### config.mk
export PLATFORM = sky130hd
export DESIGN_NAME = alu_arbiter
export DESIGN_NICKNAME = d
export VERILOG_FILES = /design/src/rtl/alu_arbiter.sv
export SDC_FILE = /design/constraint.sdc
export NUM_CORES = 1
export LEC_CHECK = 0
export CELL_PAD_IN_SITES_DETAIL_PLACEMENT = 0
export CELL_PAD_IN_SITES_GLOBAL_PLACEMENT = 1
export CORE_MARGIN = 8
export CORE_UTILIZATION = 26
export DETAILED_ROUTE_END_ITERATION = 8
export HOLD_SLACK_MARGIN = 0.12
export PLACE_DENSITY = 0.83
export SYNTH_ARGS = -nofsm -noshare
export SYNTH_HDL_FRONTEND = slang
export SYNTH_SLANG_ARGS = --single-unit
### constraint.sdc
create_clock -name clk -period 2.1 [get_ports clk]
set_clock_uncertainty 0.2 [all_clocks]
set_input_delay 0.42 -clock clk [delete_from_list [all_inputs] [get_ports clk]]
set_output_delay 0.42 -clock clk [all_outputs]
set_load 0.1 [all_outputs]
### src/rtl/alu_arbiter.sv
// alu_arbiter
//   Shares one combinational ALU between NUM_REQ requesters. A round-robin
//   grant feeds a single-entry issue register that drives the ALU for one
//   cycle; the ALU result is then held in a response register until the
//   consumer takes it. At most one operation is in flight.
//
//   Optional build macro: ALU_ARB_PRIO0_EN
//     defined   : requester 0 always wins when valid; requesters
//                 1..NUM_REQ-1 round-robin among themselves, and a grant
//                 to requester 0 leaves the pointer alone.
//     undefined : pure round-robin over all requesters.
//
//   Ports
//     clk, rst            clock (rising edge), async active-high reset
//     ReqValid/ReqReady   per-requester handshake, ReqReady is the one-hot grant
//     ReqOp/ReqA/ReqB     packed per-requester opcode and operands
//     AluOp/AluA/AluB     issue register driven to the ALU
//     AluOut/AluZero      combinational ALU result
//     RspValid/RspReady   response handshake
//     RspId/RspData/RspZero  captured requester id, result and zero flag
module alu_arbiter #(
    parameter int unsigned NUM_REQ = 2,
    parameter int unsigned WIDTH   = 16,
    parameter int unsigned OP_W    = 3,
    parameter int unsigned ID_W    = 1
) (
    input  logic                     clk,
    input  logic                     rst,
    input  logic [NUM_REQ-1:0]       ReqValid,
    input  logic [NUM_REQ*OP_W-1:0]  ReqOp,
    input  logic [NUM_REQ*WIDTH-1:0] ReqA,
    input  logic [NUM_REQ*WIDTH-1:0] ReqB,
    output logic [NUM_REQ-1:0]       ReqReady,
    output logic [OP_W-1:0]          AluOp,
    output logic [WIDTH-1:0]         AluA,
    output logic [WIDTH-1:0]         AluB,
    input  logic [WIDTH-1:0]         AluOut,
    input  logic                     AluZero,
    output logic                     RspValid,
    input  logic                     RspReady,
    output logic [ID_W-1:0]          RspId,
    output logic [WIDTH-1:0]         RspData,
    output logic                     RspZero
);

    typedef enum logic [1:0] {
        IDLE  = 2'd0,
        ISSUE = 2'd1,
        RESP  = 2'd2
    } state_t;

    state_t             state_q;
    logic [ID_W-1:0]    ptr_q, ptr_d;
    logic [OP_W-1:0]    op_q;
    logic [WIDTH-1:0]   a_q, b_q;
    logic [ID_W-1:0]    id_q;
    logic               rsp_valid_q;
    logic [ID_W-1:0]    rsp_id_q;
    logic [WIDTH-1:0]   rsp_data_q;
    logic               rsp_zero_q;

    logic               eligible, found, accept;
    logic [NUM_REQ-1:0] rr_valid;
    logic               hi_found, lo_found;
    logic [ID_W-1:0]    hi_idx, lo_idx, gidx;
    logic [NUM_REQ-1:0] grant;
    logic [OP_W-1:0]    sel_op;
    logic [WIDTH-1:0]   sel_a, sel_b;

    // Round-robin as two priority scans: the lowest valid index at or above
    // the pointer wins; if none exists the search wraps to the lowest valid
    // index overall.
    always_comb begin
        eligible = (state_q == IDLE) || ((state_q == RESP) && RspReady);
        rr_valid = ReqValid;
`ifdef ALU_ARB_PRIO0_EN
        rr_valid[0] = 1'b0;
`endif
        hi_found = 1'b0;
        lo_found = 1'b0;
        hi_idx   = '0;
        lo_idx   = '0;
        for (int unsigned i = 0; i < NUM_REQ; i++) begin
            if (rr_valid[i] && !lo_found) begin
                lo_found = 1'b1;
                lo_idx   = ID_W'(i);
            end
            if (rr_valid[i] && !hi_found && (i >= 32'(ptr_q))) begin
                hi_found = 1'b1;
                hi_idx   = ID_W'(i);
            end
        end
        found = hi_found | lo_found;
        gidx  = hi_found ? hi_idx : lo_idx;
`ifdef ALU_ARB_PRIO0_EN
        if (ReqValid[0]) begin
            found = 1'b1;
            gidx  = '0;
        end
`endif
        accept = eligible && found;

        grant  = '0;
        sel_op = '0;
        sel_a  = '0;
        sel_b  = '0;
        for (int unsigned i = 0; i < NUM_REQ; i++) begin
            if (32'(gidx) == i) begin
                grant[i] = accept;
                sel_op   = ReqOp[i*OP_W +: OP_W];
                sel_a    = ReqA[i*WIDTH +: WIDTH];
                sel_b    = ReqB[i*WIDTH +: WIDTH];
            end
        end

        ptr_d = ptr_q;
        if (accept) begin
            ptr_d = ((32'(gidx) + 1) >= NUM_REQ) ? '0 : ID_W'(32'(gidx) + 1);
`ifdef ALU_ARB_PRIO0_EN
            // A fixed-priority win by requester 0 leaves the rotation untouched.
            if (ReqValid[0]) begin
                ptr_d = ptr_q;
            end
`endif
        end
    end

    always_ff @(posedge clk or posedge rst) begin
        if (rst) begin
            state_q     <= IDLE;
            ptr_q       <= '0;
            op_q        <= '0;
            a_q         <= '0;
            b_q         <= '0;
            id_q        <= '0;
            rsp_valid_q <= 1'b0;
            rsp_id_q    <= '0;
            rsp_data_q  <= '0;
            rsp_zero_q  <= 1'b0;
        end else begin
            ptr_q <= ptr_d;
            // accept is only possible in states that move to ISSUE next.
            if (accept) begin
                op_q <= sel_op;
                a_q  <= sel_a;
                b_q  <= sel_b;
                id_q <= gidx;
            end
            case (state_q)
                IDLE: begin
                    if (accept) begin
                        state_q <= ISSUE;
                    end
                end
                ISSUE: begin
                    rsp_valid_q <= 1'b1;
                    rsp_id_q    <= id_q;
                    rsp_data_q  <= AluOut;
                    rsp_zero_q  <= AluZero;
                    state_q     <= RESP;
                end
                RESP: begin
                    if (RspReady) begin
                        rsp_valid_q <= 1'b0;
                        state_q     <= accept ? ISSUE : IDLE;
                    end
                end
                default: begin
                    state_q <= IDLE;
                end
            endcase
        end
    end

    assign ReqReady = grant;
    assign AluOp    = op_q;
    assign AluA     = a_q;
    assign AluB     = b_q;
    assign RspValid = rsp_valid_q;
    assign RspId    = rsp_id_q;
    assign RspData  = rsp_data_q;
    assign RspZero  = rsp_zero_q;

endmodule

# == After elaboration in Yosys (flattened, before gate mapping) ==
# Index checks and enable logic that the tools add are counted.
# op_classes
n_addsub,1
order_cmp,2
n_eq_ne,4
mux,19
n_bitwise,1
reduce_logical,12
# ops
operator,n
$ge 32x2->1 const B,1
$mux 16,2
$mux 1,12
$pmux 2 s3,1
$logic_and 1x1->1,5
$mux 2,2
$ne 2x2->1 const B,2
$reduce_and 2->1,2
$mux 3,1
$add 1x1->2 const B,1
$eq 2x1->1 const B,1
$eq 2x2->1 const B,1
$logic_not 1->1,2
$logic_not 2->1,1
$pmux 1 s2,1
$reduce_bool 2->1,1
$ge 1x1->1 const A,1
$logic_or 1x1->1,1
$or 1x1->1,1
# totals
register_bits,58
inputBits,92
out_inout_bits,56
word_cells,49

# == Logic depth before layout (Yosys ltp) ==
# Gate-level depths: netlist of run 1.
# logic_depth
depth_word,11
mapped_depth,5
depth_no_buf,3

# == Worst setup path before layout of run 1 ==
# No wires, ideal clock.
# synth_path
path_kind,register -> output
startpoint,register state_q[1]
endpoint,output port ReqReady[1]
arrival_ns,1.513
setup_slack_ns,-0.033
stages_incl_launch_ff,4
n_path_buf,1
path_cell_list,dfrtp_1 nor2b_4 nor4b_4 buf_2
# synth_via
elab_chain_len,5
# synth_rtl
element,line_no,rtl
from (decl),52,state_t state_q;
from (signal assigned),165,state_q <= accept ? ISSUE : IDLE;
$eq 2x2->1,74,eligible = (state_q == IDLE) || ((state_q == RESP) && RspReady);
$logic_and 1x1->1,74,
$logic_or 1x1->1 (*),74,
$logic_and 1x1->1 (*),101,accept = eligible && found;
$mux 1 (*),108,if (32'(gidx) == i) begin
to (decl),33,"output logic [NUM_REQ-1:0] ReqReady,"
# Every way passes the cells marked *; elsewhere a longest branch is shown, timed or not.

# == Worst setup path after layout of run 1 ==
# layout_path
startpoint,input port ReqValid[0]
endpoint,output port ReqReady[1]
# layout_via
elab_chain_len,8
# layout_rtl
element,line_no,rtl
from (decl),29,"input logic [NUM_REQ-1:0] ReqValid,"
$logic_and 1x1->1,88,if (rr_valid[i] && !hi_found && (i >= 32'(ptr_q))) begin
$mux 1,88,
$logic_not 1->1,88,
$logic_and 1x1->1,88,
$mux 1,88,
$or 1x1->1,93,found = hi_found | lo_found;
$logic_and 1x1->1,101,
$mux 1 (*),108,
# Marked as above.

==> results_dict.tcl, run 1 <==
set metrics [dict create \
    initialDrtViolationCount 98 \
    crit_fanout 3 \
    run_status "finished clean" \
    yosysMostFrequentCell "dfrtp_1" \
    synth_top_area_share 0.565 \
    cp-start-kind "primary input" \
    period_needed_ns 2.08 \
    synthXorXnorAreaFrac 0 \
    cts_tree "done" \
    drv_cap 0 \
    synth_edf_count 0 \
    synth_compound_area_frac 0.281 \
    slowest_stage "nor4b_4" \
    timing.fmax_ghz 0.481 \
    vias_per_cell 4.80 \
    rows 36 \
    seqCellArea_um2 1450 \
    die_x_um 115 \
    final_util 0.524 \
    yosysSeqAreaShare 0.565 \
    final_hold_viol_count 0 \
    fillers 837 \
    synth_cell_types 20 \
    antenna_found_initial 0 \
    grt_pass1_wl_um 13400 \
    grt_use_total 0.131 \
    syn_area_per_cell_um2 14.0 \
    cts.sinks 58 \
    totalWireLength_um 8770 \
    drv_slew 0 \
    synth_warnings 0 \
    syn_inst 183 \
    grt_pass1_vias 2583 \
    hold_slack_ns 0.273 \
    drc_errors 0 \
    antenna_cells 0 \
    rsz0062_at_grt "true" \
    path_class "primary input to output port" \
    yosys-top-cells-count "58 x dfrtp_1, 35 x o31a_1, 32 x a221o_1" \
    rrSetupSlack_ns 0.24 \
    cp.required_ns 1.48 \
    wire_per_inst_um 18.3 \
    clock_latency_ns 0.33 \
    synth-simple-area-share 0.0249 \
    synth_top_family_by_area "compound AO/OA/AOI/OAI gates" \
    grt_max_degree 38 \
    ys.flop_type "dfrtp_1" \
    multiInputGateArea_um2 992 \
    drt_pass1_iterations 4 \
    ant_nets 0 \
    fin_nets 433 \
    synthMuxAreaShare 0.0789 \
    endpoint_kind "output port" \
    synthArstFlopShare 1.00 \
    drive_gt1_frac 0.350 \
    place_hpwl_um 6770 \
    io_buffers 147 \
    synth.net_count 275 \
    grt-ovfl-total 0 \
    floorplan.initialDensity 0.265 \
    synth_area_leader_cell "dfrtp_1" \
    netlist_area_um2 2570 \
    hold_class "primary input to asynchronous set/reset pin" \
    numCtsBuffers 9 \
    ys_ff_latch 58 \
    core-area_um2 9680 \
    place_congestion 0.693 \
    slew_headroom 0.731 \
    htreeDepth 3 \
    vias 2299 \
    worstMarginPinSlew_ns 0.403 \
    ys_top_cells_by_area "dfrtp_1 57%, a221o_1 12%, o31a_1 12%" \
    cp_data_arrival_time_ns 1.46 \
    critPathMaxStageDelay_ns 0.37 \
    cts_hold_buf 0 \
    clock_path_buffers 2 \
    root_buffer "clkbuf_8" \
    syn2layout_area_growth_pct 97.8 \
    crit_chain "dlygate4sd2_1, nor2b_2, nor4b_4, buf_12" \
    dieArea_um2 13300 \
    chipHeight_um 115 \
    final-setup-viol-count 0 \
    finalSetupTns_ns 0 \
    post-route-period-util 0.990 \
    pin_count 148 \
    clkTransAtPathRegs_ns 0.07 \
    synth_fa_ha_area_frac 0 \
]
[path summary, 6_finish.rpt]
check,start,depth (start not counted),to
min in group clk,id_q,1,id_q
max,ReqValid[0],4,ReqReady[1]
max reg2reg,state_q[1],6,AluB[9]
min reg2reg,id_q,1,id_q
max in group asynchronous,rst,3,ptr_q
min,rst,3,RspZero
[kinds of logic (layout without fill, tap and decap cells)]
logic type / Yosys count / count (layout)
AOI/OAI and AO/OA: 76 / 76
buffers and inverters: 24 / 187
DFF: 58 / 58
muxes: 18 / 18
and+or+nand+nor: 7 / 7
[cells in the final DEF, fill, tap and decap left out, types with 2 or more instances in the layout]
cell              n
mux2_2           18
inv_1             4
nor2_2            2
clkdlybuf4s50_1  88
bufinv_16         3
o31a_1           35
dlygate4sd2_1     3
clkinv_2          2
a221o_2           3
buf_4            17
clkbuf_8         11
buf_12           58
dfrtp_1          56
a21o_1            3
a221o_1          32
dfrtp_2           2
[final cells by class]
class                   count  area share
clock buffers              11      0.0298
clock inverters             5      0.0197
inverters                   5     0.00370
multi-input cells         101       0.195
flip-flops and latches     58       0.286
well taps                 133      0.0328
repair buffers            166       0.432
[sequential cells by signal, indices dropped and copies added (netlist names)]
signal    flops
AluA         16
AluB         16
RspData      16
AluOp         3
state_q       2
RspId         1
RspValid      1
RspZero       1
id_q          1
ptr_q         1
[routing by layer]
layer  track usage  routed length (um)  vias to the layer above
met1         0.145                3570                     1127
met5             0                   0                        -
met2         0.210                4140                      104
met4        0.0560                 175                        0
li1              -                   -                     1054
met3        0.0657                 880                       14
[stage by stage]
| stage | cell area [um2] | setup slack, ns | cells |
|---|---|---|---|
| CTS | 5070 | 0.00104 | 479 |
| floorplan | 2570 | 0.0520 | 183 |
| global route | 5080 | -0.0274 | 479 |
| global placement | 4800 | -0.250 | 459 |
| finish | 5080 | 0.0211 | 479 |
| detailed placement | 4800 | -0.284 | 459 |
[critical path: cells and delay by family]
family / cells / cell delay [ns]
buf+inv: 2 / 0.49
simple gates: 2 / 0.54
[repair_timing]
| action | CTS | global route |
|---|---|---|
| cloned | 0 | 0 |
| endpoints found under the setup margin | 2 | 2 |
| buffers inserted | 4 | 0 |
| gates resized for setup | 3 | 3 |
| pin swaps | 2 | 0 |
Power of run 1 is left out: the tool's default activity adds up to more than one toggle a clock period on the data nets, which glitch-free logic cannot reach.
==> run 2, diff against run 1 <==
SLEW_MARGIN = 20   (was not set)
==> results of run 2 <==
The final DEF is identical to that of run 1; final timing and power are the same.
Power of run 2 is left out for the same reason.
==> run 3, diff against run 2 <==
GPL_ROUTABILITY_DRIVEN = 1   (was not set)
==> results of run 3 <==
The final DEF is identical to that of run 1; final timing and power are the same.
Power of run 3 is left out for the same reason.
